===== src/rtl/pq_cmd_sequencer_pkg.sv =====
// Shared types and helpers for the priority-queue command sequencer.
package pq_cmd_sequencer_pkg;

    // Command opcodes; encoding 2'd3 is reserved and always rejected.
    typedef enum logic [1:0] {
        OP_ENQ = 2'd0,
        OP_DEQ = 2'd1,
        OP_REP = 2'd2
    } op_e;

    // Response status.
    typedef enum logic {
        ST_OK     = 1'b0,
        ST_REJECT = 1'b1
    } status_e;

    // Sequencer FSM encoding; also the encoding seen on the o_state debug port.
    typedef enum logic [1:0] {
        S_IDLE   = 2'd0,
        S_ISSUE  = 2'd1,
        S_SETTLE = 2'd2,
        S_RESP   = 2'd3
    } state_e;

    // Bits needed to hold the unsigned value n (at least 1 bit).
    function automatic int cnt_w(input int n);
        return (n < 1) ? 1 : $clog2(n + 1);
    endfunction

endpackage


===== src/rtl/pq_cmd_sequencer_if.sv =====
// Command/response port of the sequencer.
// Both channels use strict valid/ready: a transfer happens on the rising clock edge
// where valid && ready; the sender holds valid and its payload stable until then,
// and valid never waits on ready.
interface pq_cmd_sequencer_if #(
    parameter int DATA_WIDTH = 16
);
    logic                  i_cmd_valid;
    logic                  o_cmd_ready;
    logic [1:0]            i_cmd_op;
    logic [DATA_WIDTH-1:0] i_cmd_data;
    logic                  o_rsp_valid;
    logic                  i_rsp_ready;
    logic [DATA_WIDTH-1:0] o_rsp_data;
    logic                  o_rsp_status;

    // Scheduler side: issues commands, consumes responses.
    modport master (
        output i_cmd_valid, i_cmd_op, i_cmd_data, i_rsp_ready,
        input  o_cmd_ready, o_rsp_valid, o_rsp_data, o_rsp_status
    );

    // Sequencer side.
    modport slave (
        input  i_cmd_valid, i_cmd_op, i_cmd_data, i_rsp_ready,
        output o_cmd_ready, o_rsp_valid, o_rsp_data, o_rsp_status
    );
endinterface


===== src/rtl/pq_cmd_sequencer.sv =====
// Initiator-side front end for a RegisterTree priority queue: accepts one
// ENQ/DEQ/REP command at a time, pulses the queue for one cycle, waits out the
// queue's settle latency and returns a response with the popped value.
module pq_cmd_sequencer
    import pq_cmd_sequencer_pkg::*;
#(
    parameter int   DATA_WIDTH = 16,
    parameter int   QUEUE_SIZE = 15,
    parameter logic ENQ_ENA    = 1'b1,
    parameter int   ENQ_LAT    = $clog2(QUEUE_SIZE),
    parameter int   DEQ_LAT    = 2,
    localparam int  CNT_WIDTH  = cnt_w(QUEUE_SIZE)
) (
    input  logic                  i_CLK,
    input  logic                  i_RSTn,
    pq_cmd_sequencer_if.slave     cmd_if,
    output logic                  o_pq_wrt,
    output logic                  o_pq_read,
    output logic [DATA_WIDTH-1:0] o_pq_data,
    input  logic                  i_pq_full,
    input  logic                  i_pq_empty,
    input  logic [DATA_WIDTH-1:0] i_pq_data,
    output logic [CNT_WIDTH-1:0]  o_count,
    output logic [1:0]            o_state
);

    localparam logic [1:0] IDLE   = 2'(S_IDLE);
    localparam logic [1:0] ISSUE  = 2'(S_ISSUE);
    localparam logic [1:0] SETTLE = 2'(S_SETTLE);
    localparam logic [1:0] RESP   = 2'(S_RESP);

    localparam int MAX_LAT = (ENQ_LAT > DEQ_LAT) ? ENQ_LAT : DEQ_LAT;
    localparam int SET_W   = cnt_w(MAX_LAT);
    localparam logic [SET_W-1:0]     ENQ_LOAD = SET_W'(ENQ_LAT - 1);
    localparam logic [SET_W-1:0]     DEQ_LOAD = SET_W'(DEQ_LAT - 1);
    localparam logic [CNT_WIDTH-1:0] CNT_MAX  = CNT_WIDTH'(QUEUE_SIZE);

    logic [1:0]            r_state;
    logic [1:0]            r_op;
    logic [DATA_WIDTH-1:0] r_data;
    logic                  r_was_empty;
    logic [DATA_WIDTH-1:0] r_top;
    logic [SET_W-1:0]      r_settle;
    logic [DATA_WIDTH-1:0] r_rsp_data;
    logic                  r_rsp_status;
    logic [CNT_WIDTH-1:0]  r_count;

    logic                  w_accept;
    logic                  w_reject;
    logic                  w_in_issue;

    assign w_accept   = (r_state == IDLE) && cmd_if.i_cmd_valid;
    assign w_in_issue = (r_state == ISSUE);

    // Reject decision on the command being presented, checked in priority order.
    always_comb begin
        w_reject = 1'b0;
        if (cmd_if.i_cmd_op == 2'd3) begin
            w_reject = 1'b1;
        end else if (cmd_if.i_cmd_op == OP_ENQ) begin
            w_reject = i_pq_full || !ENQ_ENA;
        end else if (cmd_if.i_cmd_op == OP_DEQ) begin
            w_reject = i_pq_empty;
        end
    end

    // Main FSM: latch the command and queue snapshot at accept, pulse, settle, respond.
    always_ff @(posedge i_CLK or negedge i_RSTn) begin
        if (!i_RSTn) begin
            r_state      <= IDLE;
            r_op         <= 2'd0;
            r_data       <= '0;
            r_was_empty  <= 1'b0;
            r_top        <= '0;
            r_settle     <= '0;
            r_rsp_data   <= '0;
            r_rsp_status <= 1'b0;
        end else begin
            case (r_state)
                IDLE: begin
                    if (w_accept) begin
                        r_op        <= cmd_if.i_cmd_op;
                        r_data      <= cmd_if.i_cmd_data;
                        r_was_empty <= i_pq_empty;
                        r_top       <= i_pq_data;
                        if (w_reject) begin
                            r_rsp_data   <= '0;
                            r_rsp_status <= ST_REJECT;
                            r_state      <= RESP;
                        end else begin
                            r_state <= ISSUE;
                        end
                    end
                end
                ISSUE: begin
                    // The popped value is the top sampled at accept; a push-only REP returns 0.
                    r_settle     <= (r_op == OP_ENQ) ? ENQ_LOAD : DEQ_LOAD;
                    r_rsp_status <= ST_OK;
                    if ((r_op == OP_DEQ) || ((r_op == OP_REP) && !r_was_empty)) begin
                        r_rsp_data <= r_top;
                    end else begin
                        r_rsp_data <= '0;
                    end
                    r_state <= SETTLE;
                end
                SETTLE: begin
                    if (r_settle == '0) begin
                        r_state <= RESP;
                    end else begin
                        r_settle <= r_settle - 1'b1;
                    end
                end
                RESP: begin
                    if (cmd_if.i_rsp_ready) begin
                        r_state <= IDLE;
                    end
                end
                default: r_state <= IDLE;
            endcase
        end
    end

    // Shadow occupancy, updated in the pulse cycle and clamped to [0, QUEUE_SIZE].
    always_ff @(posedge i_CLK or negedge i_RSTn) begin
        if (!i_RSTn) begin
            r_count <= '0;
        end else if (w_in_issue) begin
            if ((r_op == OP_ENQ) || ((r_op == OP_REP) && r_was_empty)) begin
                if (r_count != CNT_MAX) begin
                    r_count <= r_count + 1'b1;
                end
            end else if (r_op == OP_DEQ) begin
                if (r_count != '0) begin
                    r_count <= r_count - 1'b1;
                end
            end
        end
    end

    // Queue pulses exist only in ISSUE; data bus is zero whenever no write is issued.
    always_comb begin
        o_pq_wrt  = w_in_issue && (r_op != OP_DEQ);
        o_pq_read = w_in_issue && (r_op != OP_ENQ);
        o_pq_data = (w_in_issue && (r_op != OP_DEQ)) ? r_data : '0;
    end

    assign cmd_if.o_cmd_ready  = (r_state == IDLE);
    assign cmd_if.o_rsp_valid  = (r_state == RESP);
    assign cmd_if.o_rsp_data   = r_rsp_data;
    assign cmd_if.o_rsp_status = r_rsp_status;
    assign o_count             = r_count;
    assign o_state             = r_state;

endmodule


===== src/flat_wrapper.sv =====
// flat-port wrapper written by rule: the top's interface ports become plain ports
module pq_cmd_sequencer_flat import pq_cmd_sequencer_pkg::*;
#(
    parameter int   DATA_WIDTH = 16,
    parameter int   QUEUE_SIZE = 15,
    parameter logic ENQ_ENA    = 1'b1,
    parameter int   ENQ_LAT    = $clog2(QUEUE_SIZE),
    parameter int   DEQ_LAT    = 2,
    localparam int  CNT_WIDTH  = cnt_w(QUEUE_SIZE)
)
  (i_CLK, i_RSTn, o_pq_wrt, o_pq_read, o_pq_data, i_pq_full, i_pq_empty, i_pq_data, o_count, o_state, cmd_if_i_cmd_valid, cmd_if_i_cmd_op, cmd_if_i_cmd_data, cmd_if_i_rsp_ready, cmd_if_o_cmd_ready, cmd_if_o_rsp_valid, cmd_if_o_rsp_data, cmd_if_o_rsp_status);
  pq_cmd_sequencer_if #(.DATA_WIDTH(DATA_WIDTH)) cmd_if_i ();
  input  logic i_CLK;
  input  logic i_RSTn;
  output logic o_pq_wrt;
  output logic o_pq_read;
  output logic [DATA_WIDTH-1:0] o_pq_data;
  input  logic i_pq_full;
  input  logic i_pq_empty;
  input  logic [DATA_WIDTH-1:0] i_pq_data;
  output logic [CNT_WIDTH-1:0] o_count;
  output logic [1:0] o_state;
  input wire logic [$bits(cmd_if_i.i_cmd_valid)-1:0] cmd_if_i_cmd_valid;
  input wire logic [$bits(cmd_if_i.i_cmd_op)-1:0] cmd_if_i_cmd_op;
  input wire logic [$bits(cmd_if_i.i_cmd_data)-1:0] cmd_if_i_cmd_data;
  input wire logic [$bits(cmd_if_i.i_rsp_ready)-1:0] cmd_if_i_rsp_ready;
  output wire logic [$bits(cmd_if_i.o_cmd_ready)-1:0] cmd_if_o_cmd_ready;
  output wire logic [$bits(cmd_if_i.o_rsp_valid)-1:0] cmd_if_o_rsp_valid;
  output wire logic [$bits(cmd_if_i.o_rsp_data)-1:0] cmd_if_o_rsp_data;
  output wire logic [$bits(cmd_if_i.o_rsp_status)-1:0] cmd_if_o_rsp_status;
  assign cmd_if_i.i_cmd_valid = cmd_if_i_cmd_valid;
  assign cmd_if_i.i_cmd_op = cmd_if_i_cmd_op;
  assign cmd_if_i.i_cmd_data = cmd_if_i_cmd_data;
  assign cmd_if_i.i_rsp_ready = cmd_if_i_rsp_ready;
  assign cmd_if_o_cmd_ready = cmd_if_i.o_cmd_ready;
  assign cmd_if_o_rsp_valid = cmd_if_i.o_rsp_valid;
  assign cmd_if_o_rsp_data = cmd_if_i.o_rsp_data;
  assign cmd_if_o_rsp_status = cmd_if_i.o_rsp_status;
  pq_cmd_sequencer #(.DATA_WIDTH(DATA_WIDTH), .QUEUE_SIZE(QUEUE_SIZE), .ENQ_ENA(ENQ_ENA), .ENQ_LAT(ENQ_LAT), .DEQ_LAT(DEQ_LAT)) u_core (.i_CLK(i_CLK), .i_RSTn(i_RSTn), .cmd_if(cmd_if_i), .o_pq_wrt(o_pq_wrt), .o_pq_read(o_pq_read), .o_pq_data(o_pq_data), .i_pq_full(i_pq_full), .i_pq_empty(i_pq_empty), .i_pq_data(i_pq_data), .o_count(o_count), .o_state(o_state));
endmodule

===== config.mk =====
export PLATFORM = sky130hd
export DESIGN_NAME = pq_cmd_sequencer_flat
export DESIGN_NICKNAME = d
export VERILOG_FILES = /design/src/rtl/pq_cmd_sequencer_pkg.sv /design/src/rtl/pq_cmd_sequencer_if.sv /design/src/rtl/pq_cmd_sequencer.sv /design/src/flat_wrapper.sv
export SDC_FILE = /design/constraint.sdc
export NUM_CORES = 1
export LEC_CHECK = 0
export ABC_AREA = 1
export CAP_MARGIN = 0
export CORE_MARGIN = 5
export CORE_UTILIZATION = 26
export CTS_CLUSTER_SIZE = 16
export DETAILED_ROUTE_END_ITERATION = 10
export MAX_ROUTING_LAYER = met4
export PLACE_DENSITY = 0.59
export SLEW_MARGIN = 20
export SYNTH_ARGS = -nofsm -noshare
export SYNTH_HDL_FRONTEND = slang
export SYNTH_SLANG_ARGS = --single-unit

===== constraint.sdc =====
create_clock -name i_CLK -period 3.05 [get_ports i_CLK]
set_input_delay 0.61 -clock i_CLK [delete_from_list [all_inputs] [get_ports i_CLK]]
set_output_delay 0.61 -clock i_CLK [all_outputs]
set_load 0.03 [all_outputs]

==> flow_metrics.py <==
metrics = {
    "outcome": {
        "status": "finished, final reports clean",
    },
    "sta": {
        "tightest_slew_ps": 981,
        "finalSetupTns_ps": 0,
        "grt_setup_unrepaired": "no",
        "hold_viol_final": 0,
        "finalWorstPathRequiredPeriod_ps": 2780,
        "drv_slew": 0,
        "setup_viol_count_final": 0,
        "fmax_ghz": 0.360,
        "hold-worst-slack_ps": 327,
        "slew_headroom": 0.344,
        "period_share": 0.911,
        "finClkSkew_ps": 7.75,
    },
    "clock_tree": {
        "clk_latency_ps": 330,
        "clk_pin_slew_ps": 70,
        "post_cts_buffers": 0,
        "cts.sinks": 61,
        "ctsLongestPathBuffers": 2,
        "h-tree-depth": 3,
        "root_buffer": "clkbuf_8",
        "cts_tree": "done",
        "cts_buffers": 9,
    },
    "synthesis": {
        "ys_types": 26,
        "synth-seq-cells": 61,
        "yosys.area.top_type": "dfrtp_1",
        "yosysTopAreaCellShare": 0.532,
        "avgSynthCellArea_um2": 8.41,
        "synthMuxAreaShare": 0,
        "yosysSeqAreaShare": 0.532,
        "synth_fa_ha_area_frac": 0.0349,
        "synth_area_um2": 2870,
        "syn_inst": 341,
        "synth_compound_area_frac": 0.113,
        "synth_xor_area_frac": 0,
        "syn-num-nets": 389,
        "yosys_warnings": 0,
        "synth-simple-area-share": 0.241,
        "synth_area_leaders": "dfrtp_1, nand2_1, nor2_1",
        "synth_top_family_by_area": "simple AND/OR/NAND/NOR gates",
    },
    "placement": {
        "io_buffer_count": 82,
        "dpl.hpwl_um": 5030,
        "placed_area_um2": 3830,
        "gp_congestion": 0.851,
    },
    "setup_path": {
        "required_ps": 2440,
        "path_max_fanout": 6,
        "criticalPathCategory": "flip-flop to output pin",
        "arrival_ps": 2170,
        "worstSetupStartpointType": "flip-flop",
        "cp-end-kind": "output pin",
    },
    "global_routing": {
        "grt_pass1_vias": 2445,
        "grt_max_degree": 41,
        "grt_usage": 0.120,
        "grt_antenna_before_repair": 0,
        "grt_pass1_wl_um": 11900,
        "grt_overflow": 0,
    },
    "floorplan": {
        "die_height_um": 115,
        "die_w_um": 115,
        "pin_count": 83,
        "rows": 38,
        "core_area_um2": 10800,
        "initial_core_util": 0.265,
        "die_area_um2": 13200,
    },
    "route": {
        "drt_iter0_drc": 97,
        "wire_per_inst_um": 12.1,
        "drc": 0,
        "vias_per_cell": 4.16,
        "dr.pass1.iters": 4,
        "route.vias.total": 2374,
        "drtAntennaViolNets": 0,
        "drt-total-wl_um": 6910,
    },
    "pwr": {
        "irDropWorstVdd_mv": 0.342,
        "power_density_nw_per_um2": 1140,
        "leakagePower_nw": 1.93,
    },
    "run": {
        "cap_viol_max_count": 0,
    },
    "cells_and_area": {
        "fillCellCount": 1111,
        "area_growth_pct": 40.8,
        "final_util": 0.372,
        "diodes": 0,
        "nNetsFinal": 473,
        "final_layout_size_suffix_gt1_frac": 0.119,
        "multi_input_area_um2": 1120,
        "regArea_um2": 1530,
        "stdcell_area_um2": 4040,
    },
    "worst_hold_path": {
        "hp-class": "input port to async pin",
    },
}
synthesized netlist by cell type (all sizes together):
cell type,number
a21boi,1
a21oi,18
buf,5
clkbuf,7
dfrtp,61
ha,8
inv,40
nand2,113
nand3,7
nand4,2
nor2,41
o211ai,1
o21ai,32
o22ai,3
or2,2
timing repair:
action | 4_1_cts | 5_1_grt
hold buffers | 0 | 0
endpoints found under the setup margin | 16 | 6
pin swaps | 0 | 0
gates resized for setup | 16 | 2
metrics by stage:
step / setup WS (ps) / instances / power (mW)
after floorplan: 215 / 341 / 3.06
after global placement: 366 / 554 / 3.84
after detailed placement: 278 / 554 / 3.90
after CTS: 160 / 570 / 4.70
after global routing: 95.5 / 570 / 5.01
final: 272 / 570 / 4.60
worst max-delay path: stages, from the launching register on:
cell             delay [ps]
dfrtp_1                 410
inv_1                   130
ha_1                    210
inv_1                   130
nor2_1                  220
clkdlybuf4s50_1         730
placed cells by master, fill, tap and decap left out, types with 10 or more instances in the layout:
cell | Yosys | final
dlygate4sd2_1 | 0 | 15
a21oi_2 | 10 | 10
clkbuf_8 | 0 | 11
o21ai_0 | 27 | 27
nand2_1 | 101 | 101
nor2_1 | 39 | 39
dfrtp_1 | 61 | 61
clkdlybuf4s50_1 | 0 | 65
inv_1 | 36 | 35
nand2_2 | 11 | 11
cell type report:
class	count	share of cell area
multi-input combinational	228	0.279
sequential	61	0.378
clock inverter	4	0.0174
tap	140	0.0434
timing repair buffer	85	0.206
inverter	40	0.0378
clock buffer	12	0.0384
layer usage:
layer / share of wire / GRT usage / up-vias
met5: 0 / - / -
met4: 0.021 / 0.0587 / 0
met3: 0.043 / 0.0279 / 10
met2: 0.48 / 0.194 / 58
met1: 0.46 / 0.139 / 1084
li1: - / - / 1222
registers in the layout, indices dropped and copies added (netlist names):
signal                      flops
u_core.cmd_if.o_rsp_data       16
u_core.r_data                  16
u_core.r_top                   16
u_core.o_count                  4
u_core.r_settle                 3
u_core.o_state                  2
u_core.r_op                     2
u_core.cmd_if.o_rsp_status      1
u_core.r_was_empty              1
path summary, 6_finish.rpt:
kind | startpoint | endpoint | slack (ps) | depth (start not counted)
min in group i_CLK | u_core.r_top[10]$_DFFE_PN0P_ | u_core.r_top[10]$_DFFE_PN0P_ | 480 | 2
max in group asynchronous | i_RSTn | u_core.cmd_if.o_rsp_data[6]$_DFFE_PN0P_ | 2090 | 2
min | i_RSTn | u_core.r_data[1]$_DFFE_PN0P_ | 330 | 1
min reg2reg | u_core.r_top[10]$_DFFE_PN0P_ | u_core.r_top[10]$_DFFE_PN0P_ | 480 | 2
max | u_core.o_state[1]$_DFFE_PN0P_ | o_pq_wrt | 270 | 5
max reg2reg | u_core.o_state[1]$_DFFE_PN0P_ | u_core.cmd_if.o_rsp_data[3]$_DFFE_PN0P_ | 1010 | 8
where the power goes:
part / switching [mW] / internal (mW) / total [mW] / leakage, nW
combinational: 1.48 / 0.863 / 2.35 / 1.07
sequential: 0.227 / 1.22 / 1.44 / 0.746
clock: 0.306 / 0.502 / 0.809 / 0.116
total: 2.02 / 2.58 / 4.60 / 1.93
cell families (layout without fill, tap and decap cells):
| logic type | count (synthesis) | count (layout) |
|---|---|---|
| simple gates | 165 | 165 |
| flops | 61 | 61 |
| compound gates | 55 | 55 |
| buf+inv | 52 | 141 |
| fa+ha+maj | 8 | 8 |
Power figures use the tool's default switching activity.
